--- src/rtl/vq_topk_select.sv ---
// Top-K element selector for the DAC mismatch-shaping path.
// Picks the K largest of 18 weights, one per clock, lowest index on ties.
module vq_topk_select #(
  parameter int N_EL = 18,
  parameter int W    = 7,
  parameter int KW   = 5
) (
  input  logic              clk,
  input  logic              rst,
  input  logic              start,
  input  logic [KW-1:0]     k_in,
  input  logic [N_EL*W-1:0] w_in,
  output logic              busy,
  output logic              pick_valid,
  output logic [4:0]        pick_idx,
  output logic [W-1:0]      pick_val,
  output logic [N_EL-1:0]   sel_mask,
  output logic              done
);

  typedef enum logic {IDLE, SEARCH} state_t;

  state_t state, state_nx;

  logic [N_EL-1:0][W-1:0] wr;
  logic [KW-1:0]          keff;
  logic [KW-1:0]          cnt;
  logic [KW-1:0]          cnt_inc;
  logic [KW-1:0]          kclamp;
  logic [4:0]             best_i;
  logic [W-1:0]           best_v;
  logic                   found;
  logic                   take;
  logic                   fin;
  logic                   accept;

  assign busy    = (state == SEARCH);
  assign cnt_inc = cnt + 1'b1;
  assign kclamp  = (k_in > KW'(N_EL)) ? KW'(N_EL) : k_in;

  // Masked argmax; strict '>' keeps the lowest index on ties.
  always_comb begin
    best_i = '0;
    best_v = '0;
    found  = 1'b0;
    for (int i = 0; i < N_EL; i++) begin
      if (!sel_mask[i] && (!found || wr[i] > best_v)) begin
        found  = 1'b1;
        best_v = wr[i];
        best_i = 5'(i);
      end
    end
  end

  always_comb begin
    state_nx = state;
    take     = 1'b0;
    fin      = 1'b0;
    accept   = 1'b0;
    unique case (state)
      IDLE: begin
        if (start) begin
          accept   = 1'b1;
          state_nx = SEARCH;
        end
      end
      SEARCH: begin
        if (cnt == keff) begin
          fin      = 1'b1;
          state_nx = IDLE;
        end else begin
          take = 1'b1;
          if (cnt_inc == keff) begin
            fin      = 1'b1;
            state_nx = IDLE;
          end
        end
      end
      default: state_nx = IDLE;
    endcase
  end

  always_ff @(posedge clk or posedge rst) begin
    if (rst) begin
      state <= IDLE;
    end else begin
      state <= state_nx;
    end
  end

  always_ff @(posedge clk or posedge rst) begin
    if (rst) begin
      wr         <= '0;
      keff       <= '0;
      cnt        <= '0;
      sel_mask   <= '0;
      pick_valid <= 1'b0;
      pick_idx   <= '0;
      pick_val   <= '0;
      done       <= 1'b0;
    end else begin
      pick_valid <= take;
      done       <= fin;
      if (accept) begin
        wr       <= w_in;
        keff     <= kclamp;
        cnt      <= '0;
        sel_mask <= '0;
      end
      if (take) begin
        sel_mask <= sel_mask | (N_EL'(1) << best_i);
        pick_idx <= best_i;
        pick_val <= best_v;
        cnt      <= cnt_inc;
      end
    end
  end

endmodule
--- config.mk ---
export PLATFORM = sky130hd
export DESIGN_NAME = vq_topk_select
export DESIGN_NICKNAME = d
export VERILOG_FILES = /design/src/rtl/vq_topk_select.sv
export SDC_FILE = /design/constraint.sdc
export NUM_CORES = 1
export LEC_CHECK = 0
export ABC_AREA = 1
export CAP_MARGIN = 15
export CORE_ASPECT_RATIO = 0.75
export CORE_MARGIN = 3
export CORE_UTILIZATION = 50
export CTS_CLUSTER_SIZE = 25
export DETAILED_ROUTE_END_ITERATION = 8
export PLACE_DENSITY = 0.74
export SLEW_MARGIN = 20
export SYNTH_ARGS = -nofsm -noshare
export SYNTH_HDL_FRONTEND = slang
export SYNTH_SLANG_ARGS = --single-unit
--- constraint.sdc ---
create_clock -name clk -period 55.3 [get_ports clk]
set_clock_uncertainty 0.15 [all_clocks]
set_input_delay 8.295 -clock clk [delete_from_list [all_inputs] [get_ports clk]]
set_output_delay 8.295 -clock clk [all_outputs]
set_load 0.1 [all_outputs]
After elaboration in Yosys (flattened, before gate mapping):

Cells that the tools add are included.

* register bits after elaboration: 169
* logic and storage cells: 185

* equal/unequal tests: 2
* bitwise operators: 2
* muxes and demuxes: 67
* reductions and logical operators: 68
* $lt $le $gt $ge: 18
* add/subtract/negate cells: 1
* shift-type cells: 1

Operator list (count)
* 7-bit two-way mux: 18
* 7-bit > comparator: 17
* 5-bit two-way mux: 18
* 18-bit two-way mux: 2
* 1-bit zero test: 33
* 1-bit two-way mux: 27
* 18-bit bitwise OR: 1
* 1-bit by 5-bit << shifter with 18-bit output (first input constant): 1
* 1-bit logical AND: 17
* 1-bit logical OR: 17
* 5-bit equality test: 2
* 5-bit by 1-bit adder with 5-bit output (second input constant): 1
* 5-bit > comparator (second input constant): 1
* 2-bit two-way mux: 1
* 1-bit one-hot mux with 2 select lines: 1
* 2-bit nonzero test: 1
* 1-bit NOT: 1

Depth between registers and ports, before layout:

* depth after elaboration: 72
* depth in mapped cells: 194
* depth with buffers taken out: 182

Least setup slack after synthesis:

Ideal clock, no wire load.

* kind: register to register
* start: reg sel_mask[0]
* end: reg sel_mask[11]
* required time: 55.066 ns
* arrival: 22.493 ns
* setup time: 0.084 ns
* cell stages (with the launch flop): 184
* path buffers: 14
* setup slack: 32.573 ns
* path through: dfrtp_1 > inv_1 > nand2_1 > ha_1 > nand2_1 > inv_1 > a21oi_1 > nand2_1 > nand2_1 > nand2_2 > nand2_2 > buf_2 > nand2_1 > o21ai_0 > ha_1 > a21o_1 > nor2_1 > nand2_1 > (+148 left out) > nand2_1 > nand2_1 > inv_1 > nand2_1 > and2_1 > ha_1 > a21oi_1 > nor2_1 > a211oi_1 > a32o_1 > o21ai_0 > nand2_1 > nand2_1 > inv_1 > nand2_1 > nor2_1 > inv_1 > o22ai_1

* longest elaborated chain between the ends: 72
* elaborated cells between the ends (all ways): 121
* classes of those cells: order compare: 17; shift: 1; mux: 52; bitwise: 1; reduce/logical: 50

RTL lines
* start, declared: line 17 `output logic [N_EL-1:0] sel_mask,`
* start signal, assigned: line 111 `sel_mask <= sel_mask | (N_EL'(1) << best_i);`
* 7-bit two-way mux: line 47 `if (!sel_mask[i] && (!found || wr[i] > best_v)) begin`
* 7-bit > comparator: line 47
* 1-bit logical OR: line 47
* 1-bit logical AND: line 47
* 7-bit two-way mux / 1-bit two-way mux (equally long branches): line 47
* 7-bit > comparator / 1-bit zero test (equally long branches): line 47
* 1-bit logical OR: line 47
* 1-bit logical AND: line 47
* (+56 left out)
* 7-bit two-way mux / 1-bit two-way mux (equally long branches): line 47
* 7-bit > comparator / 1-bit zero test (equally long branches): line 47
* 1-bit logical OR: line 47
* 1-bit logical AND: line 47
* 5-bit two-way mux (*): line 47
* 1-bit by 5-bit << shifter with 18-bit output (*): line 111
* 18-bit bitwise OR (*): line 111
* 18-bit two-way mux (*): line 110 `if (take) begin`

Every way passes the cells marked *; elsewhere a longest branch is shown, timed or not.
A chain may end at the register's enable or synchronous reset.

Worst setup path after layout:

* start: reg sel_mask[0]
* end: reg sel_mask[12]

Same word-level chain as after synthesis.

==> metrics <==
number of vias in the routed layout=about 11k; post-layout min period=between 20 and 30 ns; Std-Cell Rows=47; Routed Antenna Nets=0; Vias/cell=approximately 5.3; count of final hold-check violations=0; Post-CTS Setup Bufs=0; CP Class=flop to flop; CP peak stage delay=0.52 ns; GR Util All Layers=0.254; core footprint=about 22000 um2; most used cell, CP=nand2_1; Reg clk slew, reported paths=~0.070 ns; area post-placement=around 13000 um2; Synth Flop Type=dfrtp_1; largest net degree at the start of global routing=approximately 120; outcome=complete, no violations; EDFF count, synth=0; Critical Path AT=approximately 26 ns; CTS Root Cell=clkbuf_16; slowest CP cell=o21ai_0; Seq/Total Area, Yosys=0.368; die area=24800 um2; Max Cap Viol=0; Hold Path Class=flop to flop; RSZ-0062 raised after global routing=false; Slew headroom=0.252; placed wire-length estimate=~24000 um; Die Span Y=between 100 and 150 um; setup TNS=0 ns; diode count=0; # clock sinks=roughly 170; Layout Area Growth over Synthesis=21.7%; DRT iter0 DRCs=between 800 and 900; Synthesis Warnings=0; CTS Hold Bufs=0; Critical Path Start=sel_mask[0]; cts bufs inserted=17; vias in the first global route=9941; fin area=around 14000 um2; Cells after Synth=~1.6k; average size of a mapped cell=7.12 um2; router iterations before antenna repair=5; Post-CTS Resized=0; Setup crit end kind=flop; Worst Path Max Fanout=20; Max Root-Sink Buffers=2; CTS tree=yes; synth cell count leaders=nand2_1 (618), dfrtp_1 (169), inv_1 (154); drt wl/cell=between 15 and 20 um; Setup-failing EPs final=0; Synth area leaders=dfrtp_1 (37%), nand2_1 (20%), ha_1 (11%); layout cells sized above 1=0.0618; critical path startpoint category=flop; Hold Crit Start=pick_idx[1]; part of the cycle the worst path needs=0.472; top-count cell post-synth=nand2_1; Pins Over Slew Limit=0; Post-Syn Area=approximately 11000 um2; Critical R2R Launch=sel_mask[0]; DRT Wirelength=about 31000 um; I/O Pins=167; Synth async-reset ratio=1.00; syn_nets=about 1.8k; fill count=between 2k and 2.5k; worst-skew pair later-pin latency=about 0.44 ns; H-tree Lvls=4; I/O Buffers=around 170; initial antenna violation count=0; Yosys top cell area share=0.368; DRC Markers=0; Peak Freq=around 0.038 GHz; first-pass GRT wire length=51000 um; Worst Max-Slew Pin Slew=around 1.1 ns; GRT overflow=0; cell taking the most area after synthesis=dfrtp_1; gpl congestion=approximately 0.98; Netlist cell types=39; chip width=181 um; #FFs+latches synth=between 150 and 200; worst path required time=roughly 56 ns; Initial Util=0.515; nets=roughly 2k
critical path, delay by kind of cell, from the launching register on:
family	cells	cell delay [ns]
flops	1	0.46
compound gates	39	6.79
simple gates	102	11.50
buf+inv	10	1.64
fa+ha+maj	17	5.43
cells in the final DEF, fill, tap and decap left out, types with 5 or more instances in the layout:
cell	n
nand4_1	23
dfrtp_1	169
a21oi_1	45
nand2_1	617
o21bai_1	9
clkdlybuf4s50_1	166
nand2_4	10
nand2_2	32
xor2_1	6
ha_1	102
nand3_1	106
inv_1	152
nor2_1	57
o21ai_1	11
clkbuf_16	17
nor2_2	20
o21ai_0	143
bufinv_16	5
and2_1	16
o21a_1	5
worst paths after layout:
| path | slack, ns | end | cells past startpoint |
|---|---|---|---|
| worst min register to register | 0.34 | pick_idx[1] | 2 |
| min in group asynchronous | 8.23 | wr[31] | 2 |
| worst max-delay path | 29.18 | sel_mask[12] | 168 |
| worst min-delay path | 0.34 | pick_idx[1] | 2 |
| worst max register to register | 29.18 | sel_mask[12] | 168 |
| max in group asynchronous | 45.45 | wr[115] | 3 |
layout make-up:
cell class	instances	area [um2]	area share
Clock buffer	17	425	0.0304
Clock inverter	15	239	0.0171
Inverter	158	603	0.0432
Multi-Input combinational cell	1235	6410	0.459
Sequential cell	169	4230	0.303
Tap cell	294	368	0.0263
Timing Repair Buffer	170	1690	0.121
registers in the layout, summed over array words and instances (netlist names):
register    cells
pick_idx        5
pick_valid      1
busy            1
cnt             5
wr            126
sel_mask       18
done            1
keff            5
pick_val        7
routing by layer:
metal	wire, um	part of all wire	global-route usage
met1	15800	0.50	0.388
met2	12900	0.41	0.367
met3	2530	0.080	0.0665
met4	276	0.0088	0.0452
met5	0	0	0
metrics by stage:
step	hold slack, ns	util	worst slack [ns]	instances
after detailed placement	0.318	0.597	29.85	2026
after floorplan	0.299	-	32.57	1612
after global routing	0.352	0.627	26.34	2058
after CTS	0.341	0.627	29.64	2058
final	0.342	0.627	29.18	2058
after global placement	0.315	0.597	30.34	2026
cells by family after synthesis:
logic type	Yosys count	share of synthesized area
flip-flops	169	0.368
AND/OR/NAND/NOR	896	0.334
buffers and inverters	208	0.0736
XOR/XNOR	10	0.00763
AO/OA/AOI/OAI	227	0.105
adder cells (fa/ha/maj)	102	0.111
Power is not shown: default switching activity piles up to over one toggle a cycle in this logic, so the estimate is an artifact.
